**src/rtl/beam_decimator.sv**
```systemverilog
// Boxcar decimator for the beam adder tree: sums 2^DEC_LOG2 samples, rounds,
// shifts and saturates each frame, then queues words in a small output FIFO.
module beam_decimator #(
   parameter int IN_W       = 22,
   parameter int DEC_LOG2   = 3,
   parameter int SHIFT      = 9,
   parameter int OUT_W      = 16,
   parameter int FIFO_DEPTH = 4
) (
   input  logic                          clk,
   input  logic                          rst_n,
   input  logic signed [IN_W-1:0]        in_sum,
   input  logic                          in_valid,
   output logic signed [OUT_W-1:0]       out_data,
   output logic                          out_valid,
   input  logic                          out_ready,
   output logic [$clog2(FIFO_DEPTH):0]   fifo_level,
   output logic                          sat_sticky,
   output logic                          drop_sticky,
   input  logic                          clr_flags
);

   localparam int ACC_W = IN_W + DEC_LOG2;
   localparam int RND_W = ACC_W + 1;
   localparam int PTR_W = $clog2(FIFO_DEPTH);
   localparam int LVL_W = PTR_W + 1;

   localparam logic [DEC_LOG2-1:0]     CNT_LAST = '1;
   localparam logic signed [RND_W-1:0] RND_HALF = RND_W'(64'sd1 <<< (SHIFT - 1));
   localparam logic signed [RND_W-1:0] SAT_MAX  = RND_W'((64'sd1 <<< (OUT_W - 1)) - 64'sd1);
   localparam logic signed [RND_W-1:0] SAT_MIN  = RND_W'(-(64'sd1 <<< (OUT_W - 1)));
   localparam logic [LVL_W-1:0]        LVL_FULL = LVL_W'(FIFO_DEPTH);

   logic signed [ACC_W-1:0]  acc;
   logic [DEC_LOG2-1:0]      cnt;
   logic signed [ACC_W-1:0]  full_sum;
   logic signed [RND_W-1:0]  rnd_sum;
   logic signed [RND_W-1:0]  rnd_sh;
   logic signed [OUT_W-1:0]  word;
   logic                     clamp;

   logic [OUT_W-1:0]         mem [FIFO_DEPTH];
   logic [PTR_W-1:0]         wr_ptr, rd_ptr;
   logic [LVL_W-1:0]         level;
   logic                     push, pop, push_ok, drop;

   // One extra bit of headroom so the rounding offset cannot wrap the sum.
   always_comb begin
      full_sum = acc + {{DEC_LOG2{in_sum[IN_W-1]}}, in_sum};
      rnd_sum  = {full_sum[ACC_W-1], full_sum} + RND_HALF;
      rnd_sh   = rnd_sum >>> SHIFT;
      clamp    = 1'b0;
      word     = rnd_sh[OUT_W-1:0];
      if (rnd_sh > SAT_MAX) begin
         clamp = 1'b1;
         word  = SAT_MAX[OUT_W-1:0];
      end else if (rnd_sh < SAT_MIN) begin
         clamp = 1'b1;
         word  = SAT_MIN[OUT_W-1:0];
      end
   end

   assign push    = in_valid && (cnt == CNT_LAST);
   assign pop     = out_valid && out_ready;
   assign push_ok = push && ((level != LVL_FULL) || pop);
   assign drop    = push && (level == LVL_FULL) && !pop;

   always_ff @(posedge clk or negedge rst_n) begin
      if (!rst_n) begin
         acc <= '0;
         cnt <= '0;
      end else if (in_valid) begin
         if (push) begin
            acc <= '0;
            cnt <= '0;
         end else begin
            acc <= full_sum;
            cnt <= cnt + 1'b1;
         end
      end
   end

   // Storage is reset so the head reads 0 out of reset.
   always_ff @(posedge clk or negedge rst_n) begin
      if (!rst_n) begin
         for (int i = 0; i < FIFO_DEPTH; i++) mem[i] <= '0;
         wr_ptr <= '0;
         rd_ptr <= '0;
         level  <= '0;
      end else begin
         if (push_ok) begin
            mem[wr_ptr] <= word;
            wr_ptr      <= wr_ptr + 1'b1;
         end
         if (pop) rd_ptr <= rd_ptr + 1'b1;
         level <= level + LVL_W'(push_ok) - LVL_W'(pop);
      end
   end

   // A set in the same cycle as a clear takes priority.
   always_ff @(posedge clk or negedge rst_n) begin
      if (!rst_n) begin
         sat_sticky  <= 1'b0;
         drop_sticky <= 1'b0;
      end else begin
         if (push && clamp)  sat_sticky <= 1'b1;
         else if (clr_flags) sat_sticky <= 1'b0;
         if (drop)           drop_sticky <= 1'b1;
         else if (clr_flags) drop_sticky <= 1'b0;
      end
   end

   assign out_data   = mem[rd_ptr];
   assign out_valid  = (level != '0);
   assign fifo_level = level;

endmodule

```
**config.mk**
```make
export PLATFORM = sky130hd
export DESIGN_NAME = beam_decimator
export DESIGN_NICKNAME = d
export VERILOG_FILES = /design/src/rtl/beam_decimator.sv
export SDC_FILE = /design/constraint.sdc
export NUM_CORES = 1
export LEC_CHECK = 0
export ABC_AREA = 1
export CAP_MARGIN = 20
export CORE_ASPECT_RATIO = 0.7
export CORE_MARGIN = 2
export CORE_UTILIZATION = 60
export CTS_BUF_LIST = sky130_fd_sc_hd__clkbuf_2 sky130_fd_sc_hd__clkbuf_4 sky130_fd_sc_hd__clkbuf_8
export DETAILED_ROUTE_END_ITERATION = 8
export PLACE_DENSITY = 0.83
export SLEW_MARGIN = 15
export SYNTH_ARGS = -nofsm -noshare
export SYNTH_HDL_FRONTEND = slang
export SYNTH_SLANG_ARGS = --single-unit
```
**constraint.sdc**
```tcl
create_clock -name clk -period 3.9 [get_ports clk]
set_clock_uncertainty 0.15 [all_clocks]
set_input_delay 0.39 -clock clk [delete_from_list [all_inputs] [get_ports clk]]
set_output_delay 0.39 -clock clk [all_outputs]
set_load 0.02 [all_outputs]
```
Word level (Yosys, flattened, before mapping)
Cells that the tools add are included.

Register bits after elaboration: 101. Logic and storage cells: 55.

Add/subtract/negate cells: 7. $lt $le $gt $ge: 5. Eq/ne operators: 3. Multiplexer cells: 15. Bitwise operators: 2. Reduce and logical (&&, ||, !) cells: 12.

Operators with widths (count): $mux 16 (5); $bwmux 64 (1); $bmux 16 s2 (1); $demux 16 s2 (1); $add 25x10->26 const B (1); $add 25x25->25 (1); $mux 25 (1); $gt 17x16->1 const B (1); $lt 17x16->1 const B (1); $logic_and 1x1->1 (7); $eq 3x3->1 const B (2); $ge 3x3->1 const B (2); $not 2->3 (2); $mux 1 (5); $add 2x1->2 const B (2); $reduce_bool 2->1 (2); $add 3x1->3 (1); $add 3x1->3 const B (1); $lt 3x1->1 const B (1); $mux 3 (1); $ne 3x3->1 const B (1); $reduce_bool 3->1 (1); $sub 3x1->3 (1); $logic_not 1->1 (1); $logic_or 1x1->1 (1).

Depth between registers and ports, before layout
Word-level depth: 7. Depth in mapped cells: 23. Depth with buffers taken out: 22.

Worst setup path after synthesis
No wires, ideal clock.

Path kind: input -> register. Start point: input port in_sum[0]. End point: register mem[13] in the netlist's numbering. Setup time: 0.116 ns. Data arrival time: 2.797 ns. Setup slack: 0.837 ns. Cell stages on the path: 22. Buffers on the path: 1. Cell sequence: ha_1 > inv_1 > fa_1 > inv_1 > nand2_1 > nand2_1 > nand3_1 > nand2_2 > xor2_2 > ha_1 > nand3_1 > nor2_2 > nand2_2 > nor2_4 > nand3_1 > nand2_1 > nand2_2 > nand2_4 > buf_12 > nand2_2 > nand2_1 > nand2_1.

Longest elaborated chain between the ends: 6.

RTL lines: start, declared (RTL line 12) `input logic signed [IN_W-1:0] in_sum,`; $add 25x25->25 * (RTL line 49) `full_sum = acc + {{DEC_LOG2{in_sum[IN_W-1]}}, in_sum};`; $add 25x10->26 * (RTL line 50) `rnd_sum = {full_sum[ACC_W-1], full_sum} + RND_HALF;`; $lt 17x16->1 (RTL line 57) `end else if (rnd_sh < SAT_MIN) begin`; $mux 16 (RTL line 57); $mux 16 * (RTL line 54) `if (rnd_sh > SAT_MAX) begin`; $bwmux 64 * (RTL line 92) `mem[wr_ptr] <= word;`; end signal, assigned by index (RTL line 92); end, declared (RTL line 42) `logic [OUT_W-1:0] mem [FIFO_DEPTH];`.

Every way passes the cells marked *; elsewhere a longest branch is shown, timed or not. A chain may end at the register's enable or synchronous reset.

Worst setup path after layout
Start point: input port in_sum[0]. End point: register mem[54] in the netlist's numbering.

The elaborated chain is that of the path after synthesis.

==> flow_summary.yaml <==
placed_design:
  preCtsSetupSlack_ns: 0.09810
  place_congestion: 0.9837
  dp_hpwl_mm: 13.75
  port_buffers: 48
timing:
  final_max_slew_viol_count: 0
  tightest_slew_ns: 0.8100
  finalHoldViolCount: 0
  setup_viol: 0
  slew_headroom: 0.4594
  finalSetupTns_ns: 0
  fmax_ghz: 0.2869
  finalCritPeriodShare: 0.8938
  rsz0062_at_grt: "no"
  fin_crit_ns: 3.486
  layout_setup_ws_ns: 0.4141
yosys:
  syn-cell-area_um2: 7015
  mappedNetlistNets: 1081
  synth_largest_area_cell: "dfrtp_1"
  synthTopCellsByArea: "dfrtp_1 36%, nand2_1 21%, inv_1 7.0%"
  synth.distinct_cells: 32
  yosys_register_bits: 101
  ys_warn_count: 0
  synth_top_area_frac: 0.3603
  syn_area_per_cell_um2: 6.885
  syn_inst: 1019
  seq_area_frac_synth: 0.3603
power:
  pwr-share-clk: 0.091
  pwr-share-seq: 0.234
  powerDensity_nw_per_um2: 941.1
  p_int_mw: 3.519
  switching_share: 0.5264
  power.switching_mw: 3.911
  ir_drop_mv: 0.5568
  p_leak_nw: 4.339
  combPwrFrac: 0.675
floorplanning:
  die_w_um: 133.2
  core_area_um2: 11210
  ios: 49
  dieArea_um2: 12590
  rows: 32
  die_h_um: 94.47
  initial_core_util: 0.6258
min_path:
  holdPathEnd: "mem[26]"
  min-delay-start: "mem[26]"
  hold_class: "flip-flop to flip-flop"
  hold_depth: 2
critical_path:
  worstSetupStartpoint: "in_sum[0]"
  critPathKind: "input port to flip-flop"
  start_kind: "input port"
  critPathTopFamily: "simple AND/OR/NAND/NOR gates"
  critPathCaptureType: "flip-flop"
  crit_path_frequent_cell: "nand2_1"
  path_buf_inv: 2
  worstPathArrival_ns: 3.61
  cp_slowest_stage_delay_ns: 0.46
  r2r_slack_ns: 0.51
  crit_chain: "clkdlybuf4s50_1 > ha_1 > inv_1 > fa_1 > nor2_1 > nand2_1 > nand3_1 > nand2_1 > nand2_1 > nand2_1 > nand2_1 > nand3_1 > nor2_1 > nand3_1 > nor2_1 > nand3_2 > nand2_1 > nand2_1 > nand2_1 > nand2_1"
  worst-path-max-fanout: 8
  reg2reg_from: "acc[0]"
  cpMaxStageDelayCell: "clkdlybuf4s50_1"
  cp.required_ns: 4.03
  r2r-end: "mem[54]"
  r2r_cells: 19
routing:
  route.detailed.drc: 0
  vias_per_cell: 5.426
  post_drt_wl_per_cell_um: 15.14
  vias: 6668
  antenna_left: 0
  routed_wl_mm: 18.61
  dr.pass1.iters: 5
  drt_iter0_drc: 684
outcome:
  status: "finished clean"
clock_tree:
  cts_tree: "built"
  insertion_delay_ns: 0.39
  h-tree-depth: 3
  post_cts_resized: 0
  clk_path_buf_depth: 2
  clk_pin_slew_worst_paths_ns: 0.11
  ctsHoldBuffers: 1
  numCtsBuffers: 9
  clock_sinks: 101
  post_cts_buffers: 0
  clock-root-buffer: "clkbuf_8"
global_route:
  grt_pass1_wl_mm: 31.16
  antenna_found_initial: 0
  grt_use_total: 0.3175
  overflow: 0
  grt_max_degree: 52
  grt_pass1_vias: 6083
finish:
  syn_to_final_growth_pct: 12.54
  diodes: 0
  final_nets: 1133
  drive_above_1_share: 0.09851
flow_run:
  maxCapViolCount: 0
-- sequential cells by signal, indices dropped and copies added, names as in the netlist --
register,cells
drop_sticky,1
mem,64
sat_sticky,1
wr_ptr,2
acc,25
cnt,3
fifo_level,3
rd_ptr,2
-- through the flow --
step / cells / cell area [um2] / total power, mW / hold slack (ns) / util
CTS: 1229 / 7895 / 7.343 / 0.3357 / 0.7042
detailed placement: 1212 / 7692 / 6.649 / 0.3098 / 0.6862
finish: 1229 / 7895 / 7.430 / 0.3337 / 0.7042
global route: 1229 / 7895 / 8.065 / 0.3485 / 0.7042
global placement: 1212 / 7692 / 6.571 / 0.3074 / 0.6862
floorplan: 1019 / 7015 / 5.260 / -0.05559 / -
-- worst register-to-register path, stage by stage (launching register included) --
cell     delay, ns
dfrtp_1       0.36
ha_1          0.20
inv_1         0.07
fa_1          0.43
nor2_1        0.26
nand2_1       0.09
nand3_1       0.21
nand2_1       0.16
nand2_1       0.12
nand2_1       0.05
nand2_1       0.14
nand3_1       0.10
nor2_1        0.12
nand3_1       0.12
nor2_1        0.13
nand3_2       0.19
nand2_1       0.11
nand2_1       0.12
nand2_1       0.08
nand2_1       0.07
-- placed cells by master, fill, tap and decap left out, drive strengths merged --
cell type and instances:
xnor2 9, dfrtp 101, nor2 86, nor3 1
clkdlybuf4s50 47, nand3 49, a31oi 2, and2 2
or2 1, fa 2, clkbuf 9, o21ai 46
clkinv 3, inv 148, xor2 15, nand2 433
clkinvlp 2, o22ai 38, a21oi 20, buf 16
ha 33, dlygate4sd3 1, nand4 12
-- final cells by class --
cell class                      instances  area [um2]
Tap cell                              153       191.4
Multi-Input combinational cell        749        3822
Sequential cell                       101        2527
Clock inverter                          7       68.82
Clock buffer                            9       123.9
Timing Repair Buffer                   64       613.1
Fill cell                             963        3316
Inverter                              146       548.0
-- power groups by stage --
stage | registers (mW) | clock network (mW) | logic [mW]
floorplan | 1.72 | 0 | 3.54
global placement | 1.74 | 0 | 4.83
detailed placement | 1.75 | 0 | 4.89
CTS | 1.74 | 0.676 | 4.93
global route | 1.80 | 0.721 | 5.54
finish | 1.74 | 0.674 | 5.02
-- logic make-up (layout without fill, tap and decap cells) --
group	Yosys count	after routing	share of synthesized area
simple gates	584	584	0.3660
buf+inv	169	226	0.09488
compound gates	106	106	0.08329
flops	101	101	0.3603
fa+ha+maj	35	35	0.06456
xor+xnor	24	24	0.03103
-- routing by layer --
layer  global-route usage  wire [um]  part of all wire
met5                    0          0                 0
met4              0.06117        133            0.0071
met3              0.07837       2127              0.11
met2               0.4313       7209              0.39
met1               0.5073       9136              0.49
-- synth_stat cells --
| master | count |
|---|---|
| clkinv_1 | 1 |
| inv_1 | 130 |
| nand2_4 | 12 |
| nand4_1 | 11 |
| dfrtp_1 | 101 |
| nor2_4 | 7 |
| nor2_1 | 68 |
| and2_1 | 2 |
| buf_4 | 4 |
| a21oi_1 | 19 |
| or2_0 | 1 |
| buf_12 | 1 |
| a31oi_1 | 2 |
| fa_1 | 2 |
| nand3_1 | 44 |
| nand3_4 | 1 |
| nand2_1 | 400 |
| xor2_2 | 1 |
| nand3_2 | 4 |
| nor2_8 | 1 |
| nor3_1 | 1 |
| ha_1 | 33 |
| nand2_2 | 21 |
| xor2_1 | 14 |
| nor2_2 | 10 |
| a21oi_2 | 1 |
| xnor2_1 | 9 |
| o22ai_1 | 38 |
| inv_2 | 15 |
| clkbuf_1 | 18 |
| o21ai_0 | 46 |
| nand4_2 | 1 |
-- worst max path at each step --
stage,to,cells after the start
after CTS,mem[54],22
after global placement,mem[32],20
after floorplan,mem[13],22
after global routing,mem[10],22
after detailed placement,mem[48],22
final,mem[54],20
Note: power is estimated with default switching activity, not from simulation.
